## config.mk

```make
export PLATFORM = sky130hd
export DESIGN_NAME = trakball_emulator
export DESIGN_NICKNAME = d
export VERILOG_FILES = /design/src/rtl/trakball_emulator.sv
export SDC_FILE = /design/constraint.sdc
export NUM_CORES = 1
export LEC_CHECK = 0
export CORE_ASPECT_RATIO = 0.7
export CORE_MARGIN = 2
export CORE_UTILIZATION = 59
export CTS_CLUSTER_SIZE = 25
export DETAILED_ROUTE_END_ITERATION = 10
export GPL_TIMING_DRIVEN = 1
export PLACE_DENSITY = 0.79
export SLEW_MARGIN = 20
export SYNTH_ARGS = -nofsm -noshare
export SYNTH_HDL_FRONTEND = slang
export SYNTH_SLANG_ARGS = --single-unit
```

## constraint.sdc

```tcl
create_clock -name clk_12mhz -period 3.01 [get_ports clk_12mhz]
set_input_delay 0.301 -clock clk_12mhz [delete_from_list [all_inputs] [get_ports clk_12mhz]]
set_output_delay 0.301 -clock clk_12mhz [all_outputs]
set_load 0.02 [all_outputs]
```

## src/rtl/trakball_emulator.sv

```systemverilog
// Joystick-to-trackball emulator: two wrapping 4-bit counters whose
// step rate ramps from MAX_PERIOD down to MIN_PERIOD ticks while held.
module trakball_emulator #(
  parameter int TICK_DIV    = 12000,
  parameter int MAX_PERIOD  = 16,
  parameter int MIN_PERIOD  = 2,
  parameter int ACCEL_STEPS = 8
) (
  input  logic       clk_12mhz,
  input  logic       reset_n,
  input  logic       enable,
  input  logic [3:0] joy_i,
  output logic [7:0] trakball_o,
  output logic [1:0] dir_o,
  output logic [1:0] moving_o
);

  localparam int TW = $clog2(TICK_DIV + 1);
  localparam int PW = $clog2(MAX_PERIOD + 1);
  localparam int SW = $clog2(ACCEL_STEPS + 1);

  localparam logic [TW-1:0] TLAST = TW'(TICK_DIV - 1);
  localparam logic [PW-1:0] PMAX  = PW'(MAX_PERIOD);
  localparam logic [PW-1:0] PMIN  = PW'(MIN_PERIOD);
  localparam logic [SW-1:0] SMAX  = SW'(ACCEL_STEPS);

  typedef enum logic {
    IDLE,
    MOVE
  } st_e;

  logic [TW-1:0] presc_q, presc_d;
  logic          tick;
  logic [1:0]    req, rdir;

  st_e           st_q   [2];
  st_e           st_d   [2];
  logic          dir_q  [2];
  logic          dir_d  [2];
  logic [3:0]    cnt_q  [2];
  logic [3:0]    cnt_d  [2];
  logic [PW-1:0] ph_q   [2];
  logic [PW-1:0] ph_d   [2];
  logic [PW-1:0] per_q  [2];
  logic [PW-1:0] per_d  [2];
  logic [SW-1:0] step_q [2];
  logic [SW-1:0] step_d [2];
  logic [SW-1:0] step_n;

  always_comb begin
    tick    = enable && (presc_q == TLAST);
    presc_d = presc_q;
    if (enable) presc_d = tick ? '0 : presc_q + 1'b1;
    // Index 0 is horizontal (dir 1 = left), 1 is vertical (dir 1 = up)
    req[0]  = joy_i[3] ^ joy_i[2];
    rdir[0] = joy_i[2];
    req[1]  = joy_i[0] ^ joy_i[1];
    rdir[1] = joy_i[0];
    step_n  = '0;
    for (int a = 0; a < 2; a++) begin
      st_d[a]   = st_q[a];
      dir_d[a]  = dir_q[a];
      cnt_d[a]  = cnt_q[a];
      ph_d[a]   = ph_q[a];
      per_d[a]  = per_q[a];
      step_d[a] = step_q[a];
      step_n    = step_q[a] + 1'b1;
      if (enable) begin
        unique case (st_q[a])
          IDLE: begin
            if (req[a]) begin
              st_d[a]   = MOVE;
              dir_d[a]  = rdir[a];
              per_d[a]  = PMAX;
              ph_d[a]   = '0;
              step_d[a] = '0;
            end
          end
          MOVE: begin
            if (!req[a]) begin
              st_d[a]   = IDLE;
              per_d[a]  = PMAX;
              ph_d[a]   = '0;
              step_d[a] = '0;
            end else if (rdir[a] != dir_q[a]) begin
              dir_d[a]  = rdir[a];
              per_d[a]  = PMAX;
              ph_d[a]   = '0;
              step_d[a] = '0;
            end else if (tick) begin
              if (ph_q[a] == per_q[a] - 1'b1) begin
                cnt_d[a] = cnt_q[a] + 1'b1;
                ph_d[a]  = '0;
                if (step_n == SMAX) begin
                  step_d[a] = '0;
                  if (per_q[a] > PMIN) per_d[a] = per_q[a] - 1'b1;
                end else begin
                  step_d[a] = step_n;
                end
              end else begin
                ph_d[a] = ph_q[a] + 1'b1;
              end
            end
          end
          default: st_d[a] = IDLE;
        endcase
      end
    end
  end

  always_ff @(posedge clk_12mhz or negedge reset_n) begin
    if (!reset_n) begin
      presc_q <= '0;
      for (int a = 0; a < 2; a++) begin
        st_q[a]   <= IDLE;
        dir_q[a]  <= 1'b0;
        cnt_q[a]  <= '0;
        ph_q[a]   <= '0;
        per_q[a]  <= PMAX;
        step_q[a] <= '0;
      end
    end else begin
      presc_q <= presc_d;
      for (int a = 0; a < 2; a++) begin
        st_q[a]   <= st_d[a];
        dir_q[a]  <= dir_d[a];
        cnt_q[a]  <= cnt_d[a];
        ph_q[a]   <= ph_d[a];
        per_q[a]  <= per_d[a];
        step_q[a] <= step_d[a];
      end
    end
  end

  assign trakball_o = {cnt_q[1], cnt_q[0]};
  assign dir_o      = {dir_q[1], dir_q[0]};
  assign moving_o   = {st_q[1] == MOVE, st_q[0] == MOVE};

endmodule

```

==> results of run 1 <==
kinds of logic after synthesis:
| kind of cell | share of synthesized area |
|---|---|
| muxes | 0.0310 |
| buffers and inverters | 0.0227 |
| xor gates and xnor gates | 0.103 |
| and+or+nand+nor | 0.220 |
| adders and majority gates | 0.0517 |
| DFF | 0.430 |
| AOI/OAI and AO/OA | 0.142 |
metal layers:
metal / vias up / GRT usage / share of wire
met5: - / 0 / 0
met4: 0 / 0.0758 / 0.015
met3: 11 / 0.0482 / 0.054
met2: 82 / 0.378 / 0.41
met1: 1222 / 0.392 / 0.52
li1: 1229 / - / -
area by class of cell:
type,count,area [um2]
timing repair buffer,27,243
tap,72,90.1
fill,391,1640
multi-input combinational,251,1730
clock buffer,5,68.8
inverter,14,52.6
clock inverter,3,25.0
sequential,54,1350
registers in the layout, summed over array words and instances (netlist names):
register and cells:
dir_o 2, trakball_o 8, per_q 10, ph_q 10
step_q 8, moving_o 2, presc_q 14
final timing paths:
kind / start / to / slack, ps / cells after the start
worst max-delay path: per_q[0]$_DFFE_PN0P_ / per_q[2]$_DFFE_PN0P_ / 270 / 8
worst min-delay path: reset_n / trakball_o[6]$_DFFE_PN0P_ / -30 / 1
worst max register to register: per_q[0]$_DFFE_PN0P_ / per_q[2]$_DFFE_PN0P_ / 270 / 8
worst min register to register: trakball_o[7]$_DFFE_PN0P_ / trakball_o[7]$_DFFE_PN0P_ / 480 / 1
max in group asynchronous: reset_n / per_q[9]$_DFFE_PN1P_ / 2310 / 2
min in group clk_12mhz: trakball_o[7]$_DFFE_PN0P_ / trakball_o[7]$_DFFE_PN0P_ / 480 / 1
power groups by stage:
stage	combinational [W]	sequential, W	clock, W
2_1_floorplan	0.000150	0.000843	0
3_3_place_gp	0.000219	0.000852	0
3_5_place_dp	0.000231	0.000856	0
4_1_cts	0.000231	0.000843	0.000429
5_1_grt	0.000259	0.000854	0.000448
6_report	0.000230	0.000844	0.000428
stage by stage:
step	area, um2	instances	utilization	setup WS [ps]
2_1_floorplan	3150	324	-	541
3_3_place_gp	3470	418	0.666	303
3_5_place_dp	3470	418	0.666	204
4_1_cts	3560	426	0.684	328
5_1_grt	3560	426	0.684	206
6_report	3560	426	0.684	273
worst max-delay path, cell delays in order (launching register included):
cell      delay [ps]
dfrtp_1          420
inv_1            130
ha_1             280
nor2b_1           90
o31a_1           280
a2111o_1         530
nor3_1           470
a31oi_1          150
a211o_1          280
cell usage in the layout, fill, tap and decap left out, types with 3 or more instances in the layout:
cell,instances
a21oi_1,11
a31o_2,3
a31oi_1,7
a41oi_1,3
and3_1,4
buf_4,9
clkbuf_8,5
clkdlybuf4s50_1,17
dfrtp_1,52
ha_1,13
inv_1,14
mux2_2,6
mux2i_1,3
nand2_1,32
nand2b_1,5
nand3_1,13
nand3b_1,4
nand4_1,10
nor2_1,24
nor2b_1,4
nor3_1,6
o21ai_0,23
o31ai_1,3
xnor2_1,20
xor2_1,17
==> reports/qor.yml, run 1 <==
status: "finished, violations left"
violations: "hold timing"
clkPwrFrac: 0.285
p_leak_nw: 1.56
cts_tree: "done"
pwr-share-comb: 0.153
core_um2: 5200
final-setup-viol-count: 0
syn_inst: 324
clock.fmax_mhz: 365
endpoint_kind: "flop"
synthesis.nets: 344
ys_warn_count: 0
worstSetupPathType: "flop to flop"
ys_seq_area_frac: 0.430
clockBufferDepth: 2
initial_utilization: 0.605
grt_antenna_before_repair: 0
die_h_um: 65.1
synth-edff-count: 0
async_flop_share: 1.00
synthDominantCellAreaShare: 0.414
fin_nets: 373
hold_class: "input pin to async pin"
first_pass_iters: 5
post_cts_buffers: 0
drt_iter0_markers: 154
yosys_register_bits: 54
cts_buffers: 5
powerDensity_nw_per_um2: 422
finalSetupTns_ps: 0
htreeDepth: 2
worst_ep_arrival_time_ps: 2950
grt_max_degree: 27
crit_fanout: 7
gp_congestion: 0.970
post-route-min-period_ps: 2740
switching_share: 0.302
timing.slew.headroom: 0.550
fin_hold_ws_ps: -26.9
intPower_w: 0.00105
maxCapViolCount: 0
start_kind: "flop"
yosysMostFrequentCell: "dfrtp_1"
hold_violations: 23
hpwlAfterDp_um: 4990
rows: 22
cts-root-buf: "clkbuf_8"
ys_top_cells_by_area: "dfrtp_1, xnor2_1, ha_1"
power_switching_w: 0.000453
grt_pass1_vias: 2435
grt_overflow: 0
numClockSinks: 54
insertion_delay_ps: 320
vdd_drop_max_uv: 386
antenna_left: 0
rsz0062_at_grt: "no"
yosysTopAreaCell: "dfrtp_1"
antenna_cells: 0
syn_area_um2: 3150
synthTopCellsByCount: "dfrtp_1, nand2_1, nor2_1"
ios: 19
grt_usage: 0.258
synthFlopType: "dfrtp_1"
sequentialPowerShare: 0.562
die_area_um2: 5940
port_buffers: 18
tightestPinTransition_ps: 668
via_per_inst: 5.97
syn_area_per_cell_um2: 9.71
ys_types: 57
total_power_w: 0.00150
fin_crit_sh: 0.909
drive_above_1_share: 0.107
crit_required_ps: 3230
finalMaxSlewViolations: 0
routed_wl_um: 6890
postCtsResizedCells: 0
drcViolationCount: 0
grt_pass1_wl_um: 12000
syn2layout_area_growth_pct: 13.2
post_drt_wl_per_cell_um: 16.2
clk_transition_reported_paths_ps: 110
die_w_um: 91.3
skew_ps: 14.3
num_vias: 2544
hold_buffers: 0
Note: power is estimated with default switching activity, not from simulation.
==> inputs of run 2 (changes only) <==
Settings changed: CTS_CLUSTER_DIAMETER set to 150.
==> results of run 2 <==
No change in the layout: final DEF, timing and power equal those of run 1.
